$ cat config.mk
export PLATFORM = sky130hd
export DESIGN_NAME = uart_rx_ctrl
export DESIGN_NICKNAME = d
export VERILOG_FILES = /design/src/rtl/uart_rx_ctrl.sv
export SDC_FILE = /design/constraint.sdc
export NUM_CORES = 1
export LEC_CHECK = 0
export ABC_AREA = 1
export BUFFER_PORTS_ARGS = -buffer_cell sky130_fd_sc_hd__buf_2
export CELL_PAD_IN_SITES_DETAIL_PLACEMENT = 0
export CELL_PAD_IN_SITES_GLOBAL_PLACEMENT = 2
export CORE_MARGIN = 2
export CORE_UTILIZATION = 35
export DETAILED_ROUTE_END_ITERATION = 7
export PLACE_DENSITY = 0.77
export SLEW_MARGIN = 20
export SYNTH_ARGS = -nofsm -noshare
export SYNTH_HDL_FRONTEND = slang
export SYNTH_SLANG_ARGS = --single-unit
$ cat constraint.sdc
create_clock -name clk -period 2.3 [get_ports clk]
set_clock_uncertainty 0.05 [all_clocks]
set_input_delay 0 -clock clk [delete_from_list [all_inputs] [get_ports clk]]
set_output_delay 0 -clock clk [all_outputs]
set_load 0.005 [all_outputs]
$ cat src/rtl/uart_rx_ctrl.sv
// UART receive controller: synchronizes Rx, qualifies the start bit, samples 8N1 frames at mid-bit
// and presents bytes on a valid/ready handshake. Define UART_RX_PARITY_EN to add an even-parity bit.
module uart_rx_ctrl #(
    parameter int unsigned CLK_DIV = 325,
    parameter int unsigned OVS     = 16
) (
    input  logic       clk,
    input  logic       rst_n,
    input  logic       Rx,
    output logic [7:0] data,
    output logic       valid,
    input  logic       ready,
    output logic       frame_err,
    output logic       overrun,
    output logic       busy
`ifdef UART_RX_PARITY_EN
    ,
    output logic       parity_err
`endif
);

    localparam int unsigned DIV_W = (CLK_DIV > 1) ? $clog2(CLK_DIV) : 1;
    localparam int unsigned BT_W  = $clog2(OVS);
    localparam logic [DIV_W-1:0] DIV_MAX = DIV_W'(CLK_DIV - 1);
    localparam logic [BT_W-1:0]  BT_HALF = BT_W'(OVS / 2 - 1);
    localparam logic [BT_W-1:0]  BT_MAX  = BT_W'(OVS - 1);

    typedef enum logic [2:0] {
        IDLE   = 3'd0,
        START  = 3'd1,
        DATA   = 3'd2,
        PARITY = 3'd3,
        STOP   = 3'd4,
        BREAK  = 3'd5
    } state_t;

    state_t           state_q, state_d;
    logic             rx_meta_q, rx_sync_q, rx_prev_q;
    logic [DIV_W-1:0] div_q, div_d;
    logic [BT_W-1:0]  bt_q, bt_d;
    logic [2:0]       idx_q, idx_d;
    logic [7:0]       sh_q, sh_d;
    logic [7:0]       data_q, data_d;
    logic             valid_q, valid_d;
    logic             overrun_q, overrun_d;
    logic             frame_err_q, frame_err_d;
    logic             busy_q, busy_d;
    logic             tick_c, fall_c, hs_c, load_c;
`ifdef UART_RX_PARITY_EN
    logic             par_bad_q, par_bad_d;
    logic             parity_err_q, parity_err_d;
`endif

    assign tick_c = (div_q == DIV_MAX);
    assign fall_c = rx_prev_q & ~rx_sync_q;
    assign hs_c   = valid_q & ready;

    // Two-flop synchronizer plus edge register; idle line level is high
    always_ff @(posedge clk or negedge rst_n) begin
        if (!rst_n) begin
            rx_meta_q <= 1'b1;
            rx_sync_q <= 1'b1;
            rx_prev_q <= 1'b1;
        end else begin
            rx_meta_q <= Rx;
            rx_sync_q <= rx_meta_q;
            rx_prev_q <= rx_sync_q;
        end
    end

    // Oversample divider, re-phased to the start edge when leaving IDLE
    always_comb begin
        div_d = div_q + DIV_W'(1);
        if (tick_c || (state_q == IDLE && state_d != IDLE)) begin
            div_d = '0;
        end
    end

    always_comb begin
        state_d     = state_q;
        bt_d        = bt_q;
        idx_d       = idx_q;
        sh_d        = sh_q;
        data_d      = data_q;
        valid_d     = valid_q;
        overrun_d   = overrun_q;
        frame_err_d = 1'b0;
        load_c      = 1'b0;
`ifdef UART_RX_PARITY_EN
        par_bad_d    = par_bad_q;
        parity_err_d = 1'b0;
`endif
        if (tick_c) begin
            bt_d = (bt_q == BT_MAX) ? '0 : bt_q + BT_W'(1);
        end

        case (state_q)
            IDLE: begin
                bt_d = '0;
                if (fall_c) begin
                    state_d = START;
                end
            end
            START: begin
                if (tick_c && bt_q == BT_HALF) begin
                    if (!rx_sync_q) begin
                        state_d = DATA;
                        idx_d   = 3'd0;
                        bt_d    = '0;
                    end else begin
                        state_d = IDLE;
                    end
                end
            end
            DATA: begin
                if (tick_c && bt_q == BT_MAX) begin
                    sh_d[idx_q] = rx_sync_q;
                    idx_d       = idx_q + 3'd1;
                    if (idx_q == 3'd7) begin
`ifdef UART_RX_PARITY_EN
                        state_d = PARITY;
`else
                        state_d = STOP;
`endif
                    end
                end
            end
`ifdef UART_RX_PARITY_EN
            PARITY: begin
                if (tick_c && bt_q == BT_MAX) begin
                    par_bad_d    = ^{sh_q, rx_sync_q};
                    parity_err_d = par_bad_d;
                    state_d      = STOP;
                end
            end
`endif
            STOP: begin
                if (tick_c && bt_q == BT_MAX) begin
                    if (rx_sync_q) begin
`ifdef UART_RX_PARITY_EN
                        load_c = ~par_bad_q;
`else
                        load_c = 1'b1;
`endif
                        state_d = IDLE;
                    end else begin
                        frame_err_d = 1'b1;
                        state_d     = BREAK;
                    end
                end
            end
            BREAK: begin
                if (rx_sync_q) begin
                    state_d = IDLE;
                end
            end
            default: state_d = IDLE;
        endcase

        // Handshake clears first so a same-cycle load or overrun set wins
        if (hs_c) begin
            valid_d   = 1'b0;
            overrun_d = 1'b0;
        end
        if (load_c) begin
            if (!valid_q || hs_c) begin
                data_d  = sh_d;
                valid_d = 1'b1;
            end else begin
                overrun_d = 1'b1;
            end
        end
        busy_d = (state_d != IDLE);
    end

    always_ff @(posedge clk or negedge rst_n) begin
        if (!rst_n) begin
            state_q     <= IDLE;
            div_q       <= '0;
            bt_q        <= '0;
            idx_q       <= 3'd0;
            sh_q        <= 8'h00;
            data_q      <= 8'h00;
            valid_q     <= 1'b0;
            overrun_q   <= 1'b0;
            frame_err_q <= 1'b0;
            busy_q      <= 1'b0;
        end else begin
            state_q     <= state_d;
            div_q       <= div_d;
            bt_q        <= bt_d;
            idx_q       <= idx_d;
            sh_q        <= sh_d;
            data_q      <= data_d;
            valid_q     <= valid_d;
            overrun_q   <= overrun_d;
            frame_err_q <= frame_err_d;
            busy_q      <= busy_d;
        end
    end

`ifdef UART_RX_PARITY_EN
    always_ff @(posedge clk or negedge rst_n) begin
        if (!rst_n) begin
            par_bad_q    <= 1'b0;
            parity_err_q <= 1'b0;
        end else begin
            par_bad_q    <= par_bad_d;
            parity_err_q <= parity_err_d;
        end
    end

    assign parity_err = parity_err_q;
`endif

    assign data      = data_q;
    assign valid     = valid_q;
    assign overrun   = overrun_q;
    assign frame_err = frame_err_q;
    assign busy      = busy_q;

endmodule

==> impl_metrics.json <==
{
  "run_status": "completed",
  "synth_edf_count": 0,
  "cp.buffers_inverters": 2,
  "max_slew_margin": 0.733,
  "syn2layout_area_growth_pct": 14.8,
  "drc": 0,
  "clock_path_buffers": 2,
  "cp_slowest_cell": "dfrtp_1",
  "synth.distinct_cells": 30,
  "start_kind": "register",
  "wirelength_um": 4430,
  "io_pins": 16,
  "grt_util_all_layers": 0.148,
  "port_buffers": 15,
  "synth-main-ff-cell": "dfrtp_1",
  "hpwl_um": 3120,
  "clkLatencyLatePin_ns": 0.29,
  "place_inst": 339,
  "vdd_drop_max_mv": 0.393,
  "arrival_ns": 2.04,
  "setup_tns_ns": 0,
  "vias": 1666,
  "cts_num_sinks": 42,
  "r2r_cells": 11,
  "min_period_over_period": 0.829,
  "synth_top_area_cell": "dfrtp_1",
  "r2r_end": "data[3]",
  "switching_share": 0.299,
  "synthCells": 249,
  "crit_chain": "inv_1 > ha_1 > nand2_1 > nor2_2 > nand2_4 > nor2_8 > nand3_4 > nor2_8 > inv_4 > nand2_1 > nand2_1",
  "syn-num-nets": 258,
  "end_kind": "register",
  "fin_util": 0.413,
  "cts_made_buffers": 5,
  "worstSetupPathType": "register to register",
  "hp-class": "primary input to asynchronous set/reset pin",
  "fillers": 640,
  "fp-row-count": 28,
  "p_per_area_nw_per_um2": 675,
  "p_int_mw": 1.15,
  "ys_async_sr_fraction": 1.00,
  "drt_iter0_drc": 73,
  "routabilityCongestion": 0.742,
  "syn-cell-area_um2": 2120,
  "fin_crit_ns": 1.91,
  "r2r_slack_ns": 0.39,
  "clock-root-buffer": "clkbuf_8",
  "combinationalPowerShare": 0.159,
  "p_switching_mw": 0.490,
  "cp_top_family": "simple AND/OR/NAND/NOR gates",
  "floorplan.initialDensity": 0.360,
  "tritoncts": "yes",
  "synth_area_leaders": "dfrtp_1 (46%), nand2_1 (12%), nand3_1 (6.4%)",
  "ys_ff_latch": 42,
  "first_pass_iters": 6,
  "grt_pass1_vias": 1577,
  "max_freq_ghz": 0.524,
  "r2r-start": "div_q[0]",
  "cp.required_ns": 2.43,
  "drive_gt1_frac": 0.152,
  "dpl_cell_area_um2": 2290,
  "dieArea_um2": 6690,
  "cts_resized": 0,
  "rsz0062_at_grt": "false",
  "seq_area_frac_synth": 0.498,
  "dieHeight_um": 81.8,
  "synthTopCellsByCount": "nand2_1 (68), dfrtp_1 (39), nand3_1 (27)",
  "drv_slew": 0,
  "hold_viol_final": 0,
  "ys_warn_count": 0,
  "htree_levels": 2,
  "grt_first_pass_wirelength_um": 7560,
  "fin_nets": 284,
  "p_leak_nw": 1.26,
  "synth.avg_cell_area_um2": 8.50,
  "power_frac_seq": 0.540,
  "die_w_um": 81.8,
  "path_depth": 11,
  "preCtsSetupSlack_ns": 0.382,
  "setup_viol": 0,
  "ant_nets": 0,
  "viasPerCell": 4.75,
  "antenna_found_initial": 0,
  "critPathMostFrequentCell": "nand2_1",
  "core_um2": 5890,
  "detail_route.wl_per_cell_um": 12.6,
  "grt_overflow": 0,
  "yosys.area.top_type_share": 0.461,
  "cts_hold_buf": 3,
  "grt_max_degree": 43,
  "p_total_mw": 1.64,
  "maxCapViolCount": 0,
  "stdcell_count": 351,
  "worst_slew_pin_slew_ns": 0.399,
  "holdWs_ns": 0.100,
  "cts.reportedPaths.clkPinSlew_ns": 0.08,
  "synth_most_common_cell": "nand2_1",
  "antenna_cells": 0,
  "critPathMaxFanout": 9,
  "post_cts_buffers": 0,
  "pwr-share-clk": 0.301,
  "final_area_um2": 2430,
  "setup_slack_ns": 0.393,
  "critical-path-max-stage-delay_ns": 0.44
}
==> cell type report <==
type                            count  area [um^2]  share of cell area
Sequential cell                    42         1050               0.434
Multi-Input combinational cell    178          951               0.391
Timing Repair Buffer               20          133              0.0546
Inverter                           28          108              0.0443
Tap cell                           75         93.8              0.0386
Clock buffer                        8         90.1              0.0371
==> metal layers <==
metal | routed length [um] | global-route usage | vias to the layer above
met4 | 63 | 0.0500 | 0
met2 | 1920 | 0.223 | 26
met3 | 148 | 0.0330 | 7
met5 | 0 | 0 | -
li1 | - | - | 861
met1 | 2300 | 0.208 | 772
==> how the worst max path moves through the flow <==
stage,startpoint,endpoint,slack (ns)
4_1_cts,div_q[0],data[3],0.36
5_1_grt,div_q[0],data[2],0.19
6_report,div_q[0],data[3],0.39
3_3_place_gp,div_q[0],data[1],0.40
2_1_floorplan,div_q[0],data[1],0.62
3_5_place_dp,div_q[0],data[3],0.38
==> placed cells by master, fill, tap and decap left out <==
cell,n
nor3_1,1
and2_1,4
a21oi_1,4
inv_4,1
xor2_1,4
buf_12,1
nand3b_1,3
nor2_8,2
dlygate4sd3_1,3
nor2_1,23
nand3_2,2
o21ai_0,5
nor2_4,2
nand2_1,68
or2_2,1
o21ai_1,6
nand2_4,1
dfstp_2,3
inv_1,25
clkbuf_1,2
o21ai_2,2
buf_2,15
and3_1,1
nor3b_1,3
clkbuf_8,6
a211oi_1,1
dfrtp_1,39
inv_2,2
buf_4,1
ha_1,5
a21boi_0,2
nand3_4,1
nand3_1,27
nand4_1,8
nor2_2,2
==> kinds of logic (layout without fill, tap and decap cells) <==
kind of cell	after synthesis	in the layout	share of synthesized area
AOI/OAI and AO/OA	20	20	0.0544
adders and majority gates	5	5	0.0296
and+or+nand+nor	149	149	0.349
DFF	42	42	0.498
xor gates and xnor gates	4	4	0.0165
buffers and inverters	29	56	0.0526
==> sequential cells by signal, summed over array words and instances, names as in the netlist <==
signal	flops
valid	1
idx_q	3
data	8
state_q	3
overrun	1
div_q	9
sh_q	8
bt_q	4
rx_meta_q	1
frame_err	1
busy	1
rx_sync_q	1
rx_prev_q	1
==> power by group through the flow <==
stage / logic, mW / registers [mW] / clock network [mW]
4_1_cts: 0.261 / 0.887 / 0.522
2_1_floorplan: 0.191 / 0.880 / 0
5_1_grt: 0.309 / 0.898 / 0.557
3_3_place_gp: 0.258 / 0.898 / 0
3_5_place_dp: 0.255 / 0.901 / 0
6_report: 0.260 / 0.886 / 0.494
No activity file was read; power rests on OpenSTA's default activity.
